===== src/rtl/led_seq_ctrl_if.sv =====
// Mode-request handshake between a requester (button debouncer or UART command block)
// and the LED sequencer. A transfer happens when mode_valid & mode_ready at posedge clk.
interface led_seq_ctrl_if;
    logic       mode_valid;
    logic [1:0] mode;        // 0 FWD, 1 REV, 2 BOUNCE, 3 BLINK
    logic       mode_ready;

    modport master (
        output mode_valid,
        output mode,
        input  mode_ready
    );

    modport slave (
        input  mode_valid,
        input  mode,
        output mode_ready
    );
endinterface


===== src/rtl/led_seq_ctrl.sv =====
// LED pattern sequencer for the iCEstick LED bank.
// A free-running prescaler produces one step every 2^DIV_W clocks. On each step the ring
// pattern advances (FWD / REV / BOUNCE / BLINK), or a pending mode request is applied.
// Mode requests arrive over led_seq_ctrl_if and wait in a one-entry slot until the next step.
// Optional feature macro: LED_HEARTBEAT_EN - led_pwr toggles whenever a pattern cycle
// completes; when undefined led_pwr is tied high.
module led_seq_ctrl #(
    parameter int unsigned DIV_W   = 20,
    parameter int unsigned NUM_LED = 4
) (
    input  logic               clk,
    input  logic               rst_n,
    led_seq_ctrl_if.slave      req,
    input  logic               pause,
    output logic [NUM_LED-1:0] led,
    output logic               led_pwr,
    output logic               step_tick
);

    localparam int unsigned      POS_W   = $clog2(NUM_LED);
    localparam logic [POS_W-1:0] POS_MAX = POS_W'(NUM_LED - 1);
    localparam logic [POS_W-1:0] POS_ONE = POS_W'(1);

    typedef enum logic [2:0] {
        StFwd,
        StRev,
        StBounceUp,
        StBounceDn,
        StBlinkOn,
        StBlinkOff
    } state_e;

    logic [DIV_W-1:0]   div_q, div_d;
    logic [POS_W-1:0]   pos_q, pos_d;
    state_e             state_q, state_d;
    logic               pend_valid_q, pend_valid_d;
    logic [1:0]         pend_mode_q, pend_mode_d;
    logic [NUM_LED-1:0] led_q, led_d;
    logic               step_tick_q;
    logic               step;

    // A step happens on the edge where the prescaler wraps all-ones -> 0.
    assign step = ~pause & (div_q == '1);

    assign req.mode_ready = ~pend_valid_q;
    assign led            = led_q;
    assign step_tick      = step_tick_q;

    // Next-state: prescaler, request slot and pattern FSM.
    always_comb begin
        div_d        = div_q;
        pos_d        = pos_q;
        state_d      = state_q;
        pend_valid_d = pend_valid_q;
        pend_mode_d  = pend_mode_q;

        if (!pause) begin
            div_d = div_q + 1'b1;
        end

        // Accept only while the slot is empty; an apply can never coincide with an accept.
        if (req.mode_valid && !pend_valid_q) begin
            pend_valid_d = 1'b1;
            pend_mode_d  = req.mode;
        end

        if (step) begin
            if (pend_valid_q) begin
                // Apply restarts the requested mode regardless of current position.
                pend_valid_d = 1'b0;
                case (pend_mode_q)
                    2'd0: begin
                        state_d = StFwd;
                        pos_d   = '0;
                    end
                    2'd1: begin
                        state_d = StRev;
                        pos_d   = POS_MAX;
                    end
                    2'd2: begin
                        state_d = StBounceUp;
                        pos_d   = '0;
                    end
                    default: begin
                        state_d = StBlinkOn;
                    end
                endcase
            end else begin
                case (state_q)
                    StFwd: begin
                        pos_d = (pos_q == POS_MAX) ? '0 : pos_q + POS_ONE;
                    end
                    StRev: begin
                        pos_d = (pos_q == '0) ? POS_MAX : pos_q - POS_ONE;
                    end
                    StBounceUp: begin
                        // Turn around on arrival so the end LED is shown only once.
                        pos_d = pos_q + POS_ONE;
                        if (pos_d == POS_MAX) begin
                            state_d = StBounceDn;
                        end
                    end
                    StBounceDn: begin
                        pos_d = pos_q - POS_ONE;
                        if (pos_d == '0) begin
                            state_d = StBounceUp;
                        end
                    end
                    StBlinkOn:  state_d = StBlinkOff;
                    StBlinkOff: state_d = StBlinkOn;
                    default:    state_d = StFwd;
                endcase
            end
        end
    end

    // LED drive decoded from the next state so it updates on the same edge as the step.
    always_comb begin
        led_d = '0;
        case (state_d)
            StBlinkOn:  led_d = '1;
            StBlinkOff: led_d = '0;
            default:    led_d[pos_d] = 1'b1;
        endcase
    end

    // State registers.
    always_ff @(posedge clk or negedge rst_n) begin
        if (!rst_n) begin
            div_q        <= '0;
            pos_q        <= '0;
            state_q      <= StFwd;
            pend_valid_q <= 1'b0;
            pend_mode_q  <= '0;
            led_q        <= NUM_LED'(1);
            step_tick_q  <= 1'b0;
        end else begin
            div_q        <= div_d;
            pos_q        <= pos_d;
            state_q      <= state_d;
            pend_valid_q <= pend_valid_d;
            pend_mode_q  <= pend_mode_d;
            led_q        <= led_d;
            step_tick_q  <= step;
        end
    end

`ifdef LED_HEARTBEAT_EN
    logic cycle_done;
    logic led_pwr_q;

    // A pattern cycle completes on a plain (non-apply) step that wraps the pattern.
    always_comb begin
        cycle_done = 1'b0;
        if (step && !pend_valid_q) begin
            case (state_q)
                StFwd:      cycle_done = (pos_q == POS_MAX);
                StRev:      cycle_done = (pos_q == '0);
                StBounceDn: cycle_done = (pos_q == POS_ONE);
                StBlinkOff: cycle_done = 1'b1;
                default:    cycle_done = 1'b0;
            endcase
        end
    end

    // Heartbeat toggle register.
    always_ff @(posedge clk or negedge rst_n) begin
        if (!rst_n) begin
            led_pwr_q <= 1'b1;
        end else if (cycle_done) begin
            led_pwr_q <= ~led_pwr_q;
        end
    end

    assign led_pwr = led_pwr_q;
`else
    assign led_pwr = 1'b1;
`endif

endmodule


===== src/flat_wrapper.sv =====
// flat-port wrapper written by rule: the top's interface ports become plain ports
module led_seq_ctrl_flat 
#(
    parameter int unsigned DIV_W   = 20,
    parameter int unsigned NUM_LED = 4
)
  (clk, rst_n, pause, led, led_pwr, step_tick, req_mode_valid, req_mode, req_mode_ready);
  led_seq_ctrl_if req_i ();
  input  logic clk;
  input  logic rst_n;
  input  logic pause;
  output logic [NUM_LED-1:0] led;
  output logic led_pwr;
  output logic step_tick;
  input wire logic [$bits(req_i.mode_valid)-1:0] req_mode_valid;
  input wire logic [$bits(req_i.mode)-1:0] req_mode;
  output wire logic [$bits(req_i.mode_ready)-1:0] req_mode_ready;
  assign req_i.mode_valid = req_mode_valid;
  assign req_i.mode = req_mode;
  assign req_mode_ready = req_i.mode_ready;
  led_seq_ctrl #(.DIV_W(DIV_W), .NUM_LED(NUM_LED)) u_core (.clk(clk), .rst_n(rst_n), .req(req_i), .pause(pause), .led(led), .led_pwr(led_pwr), .step_tick(step_tick));
endmodule

===== config.mk =====
export PLATFORM = sky130hd
export DESIGN_NAME = led_seq_ctrl_flat
export DESIGN_NICKNAME = d
export VERILOG_FILES = /design/src/rtl/led_seq_ctrl_if.sv /design/src/rtl/led_seq_ctrl.sv /design/src/flat_wrapper.sv
export SDC_FILE = /design/constraint.sdc
export NUM_CORES = 1
export LEC_CHECK = 0
export ABC_AREA = 1
export ABC_CLOCK_PERIOD_IN_PS = 1820
export CAP_MARGIN = 20
export CORE_ASPECT_RATIO = 1.25
export CORE_UTILIZATION = 45
export DETAILED_ROUTE_END_ITERATION = 8
export PLACE_DENSITY = 0.74
export SYNTH_ARGS = -nofsm -noshare
export SYNTH_HDL_FRONTEND = slang
export SYNTH_SLANG_ARGS = --single-unit
export TNS_END_PERCENT = 50

===== constraint.sdc =====
create_clock -name clk -period 1.82 [get_ports clk]
set_input_delay 0.455 -clock clk [delete_from_list [all_inputs] [get_ports clk]]
set_output_delay 0.455 -clock clk [all_outputs]
set_load 0.03 [all_outputs]

==> results_dict.tcl <==
set metrics [dict create \
    worstPathCellList "clkdlybuf4s50_1" \
    synth.distinct_cells 31 \
    powerDensity_mw_per_mm2 810 \
    cts_max_level 2 \
    worst_r2r_startpoint "u_core.div_q[1]$_DFFE_PN0N_" \
    start_util_pct 48.5 \
    yosysWarnings 0 \
    clockBufferDepth 2 \
    first_global_vias 1453 \
    slowest_delay_ns 0.67 \
    yosys_register_bits 33 \
    drv_slew 0 \
    final_cells 310 \
    grt_pass1_wl_mm 6.08 \
    netlist_instances 224 \
    leakage_uw 0.00115 \
    layout-drive-gt1-share_pct 18.4 \
    n_antenna_cell 0 \
    ir_worst_vdd_v 0.000748 \
    netlist_area_mm2 0.00188 \
    dp_cells 301 \
    required_ns 1.36 \
    drt_first_pass_iters 4 \
    finalSetupViolations 0 \
    cts_buffers 5 \
    status "finished clean" \
    crit_start "u_core.led[1]$_DFF_PN0_" \
    ys_seq_area_share_pct 43.9 \
    reg2reg_slack_ns 0.23 \
    antenna_found_initial 0 \
    drv_cap 0 \
    cts.sinks 33 \
    min_path_type "reg -> reg" \
    ios 13 \
    synthFlopType "dfrtp_1" \
    fp.dieW_um 59.8 \
    crit_type "reg -> out" \
    cp_slowest_cell "clkdlybuf4s50_1" \
    holdWs_ns 0.500 \
    dieArea_mm2 0.00445 \
    cts_root_buf "clkbuf_8" \
    avgSynthCellArea_um2 8.40 \
    overflow 0 \
    worst_setup_path_end_kind "output port" \
    synth_fp_nets 235 \
    async_flop_share_pct 100 \
    cp.arrival_ns 1.28 \
    max_freq_mhz 577 \
    fin_nets 266 \
    syn_to_final_growth_pct 19.7 \
    fill_cells 389 \
    dp.final_hpwl_mm 2.72 \
    cts_tree "built" \
    regArea_um2 827 \
    clk_pin_slew_ns 0.07 \
    synth_edf_count 0 \
    crit_family "buffers and inverters" \
    ant_nets 0 \
    finalCritPeriodShare_pct 95.2 \
    via_count 1517 \
    worst-path-buf-inv 1 \
    startpoint_type "flip-flop" \
    std_cell_rows 25 \
    grt_setup_unrepaired "false" \
    grtUsageTotal_pct 18.5 \
    period_minus_slack_ns 1.73 \
    cp_max_fo 1 \
    die_y_um 74.3 \
    final_hold_viol_count 0 \
    gp_congestion 0.879 \
    hold_start "u_core.div_q[12]$_DFFE_PN0N_" \
    wl_per_cell_um 11.3 \
    grt_max_degree 34 \
    clkLatencyLatePin_ns 0.28 \
    drc 0 \
    core_region_area_mm2 0.00388 \
    multi_input_area_um2 938 \
    fin_skew_ns 0.00603 \
    totalWireLength_mm 3.51 \
    drt_iter0_drc 74 \
    portBuffers 11 \
    vias_per_cell 4.89 \
]
[layout make-up]
type	count	area share (%)
multi-input combinational	162	41.7
inverter	27	4.61
tap	54	3.00
clock inverter	2	0.444
timing repair buffer	26	10.3
sequential	33	36.7
clock buffer	6	3.22
[logic make-up (layout without fill, tap and decap cells)]
| logic type | count (synthesis) | in the layout | share of synthesized area [%] |
|---|---|---|---|
| xor+xnor | 19 | 19 | 8.84 |
| compound gates | 13 | 13 | 3.92 |
| flops | 33 | 33 | 43.9 |
| buf+inv | 29 | 61 | 6.32 |
| fa+ha+maj | 5 | 5 | 3.32 |
| simple gates | 123 | 123 | 32.8 |
| other cells | 1 | 1 | 0.199 |
| mux | 1 | 1 | 0.598 |
[routing by layer]
| layer | global-route usage, % | wire length, µm |
|---|---|---|
| met1 | 21.8 | 1520 |
| met2 | 32.5 | 1830 |
| met3 | 4.70 | 112 |
| met4 | 6.20 | 53 |
| met5 | 0 | 0 |
[through the flow]
stage / area (µm²) / power (µW) / TNS (ns) / setup WS [ns] / util, %
3_3_place_gp: 2160 / 1300 / -0.0960 / -0.0294 / 55.7
6_report: 2250 / 1830 / 0 / 0.0882 / 58.1
3_5_place_dp: 2160 / 1310 / -0.272 / -0.0627 / 55.7
2_1_floorplan: 1880 / 1190 / 0 / 0.296 / -
4_1_cts: 2240 / 1830 / 0 / 0.0711 / 57.8
5_1_grt: 2250 / 1950 / 0 / 0.00404 / 58.1
[placed cells by master, fill, tap and decap left out, types with 2 or more instances in the layout]
master           synthesis  routed
nand2_1                 64      64
dfrtp_1                 32      32
inv_1                   23      23
nand3_1                 21      21
buf_4                    2      14
nor2_1                  11      11
xor2_1                  11      11
clkdlybuf4s50_1          0       9
nor3_1                   8       8
xnor2_1                  8       8
a21oi_1                  5       5
o21ai_0                  5       5
clkbuf_8                 0       5
nand2_2                  4       4
clkinv_2                 2       4
ha_1                     5       4
nand3_2                  3       3
inv_2                    2       2
nand2_4                  2       2
o21ai_2                  2       2
nand4_1                  2       2
dlygate4sd2_1            0       2
[worst reg2reg max path, delay by kind of cell, from the launching register on]
family	cells	cell delay, ns
DFF	1	0.40
and+or+nand+nor	8	0.74
buffers and inverters	2	0.19
adders and majority gates	1	0.21
[repair_timing]
item / CTS / global route
gates resized for setup: 2 / 1
setup buffers: 0 / 1
setup endpoints to repair: 2 / 2
pin swaps: 0 / 0
hold buffers: 0 / 0
[synthesized netlist by cell type, types with 2 or more instances]
library cell / number / area share (%)
xor2_1: 11 / 5.1
inv_1: 23 / 4.6
o21ai_2: 2 / 0.93
o21ai_0: 5 / 1.3
clkinv_2: 2 / 0.53
nand3_2: 3 / 1.6
nand4_1: 2 / 0.66
nand2_4: 2 / 1.2
nor3_1: 8 / 2.1
nand3_1: 21 / 5.6
ha_1: 5 / 3.3
xnor2_1: 8 / 3.7
a21oi_1: 5 / 1.3
nor2_1: 11 / 2.2
nand2_2: 4 / 1.3
buf_4: 2 / 0.80
nand2_1: 64 / 13
inv_2: 2 / 0.40
dfrtp_1: 32 / 43
[power breakdown]
part	switching [µW]	total, µW	internal (µW)
logic	198	356	157
clock network	247	511	264
registers	124	958	834
total	569	1830	1260
[sequential cells by signal, indices dropped and copies added (netlist names)]
register / flops
u_core.div_q: 20
u_core.led: 4
u_core.pend_mode_q: 2
u_core.pend_valid_q: 1
u_core.pos_q: 2
u_core.state_q: 3
u_core.step_tick: 1
[path summary, 6_finish.rpt]
kind	to	cells after the start
worst max-delay path	led[1]	1
worst min-delay path	u_core.div_q[12]$_DFFE_PN0N_	1
worst min register to register	u_core.div_q[12]$_DFFE_PN0N_	1
max in group asynchronous	u_core.led[0]$_DFF_PN1_	2
worst max register to register	u_core.led[0]$_DFF_PN1_	11
min in group asynchronous	u_core.led[3]$_DFF_PN0_	2
(Power assumes the default switching activity.)
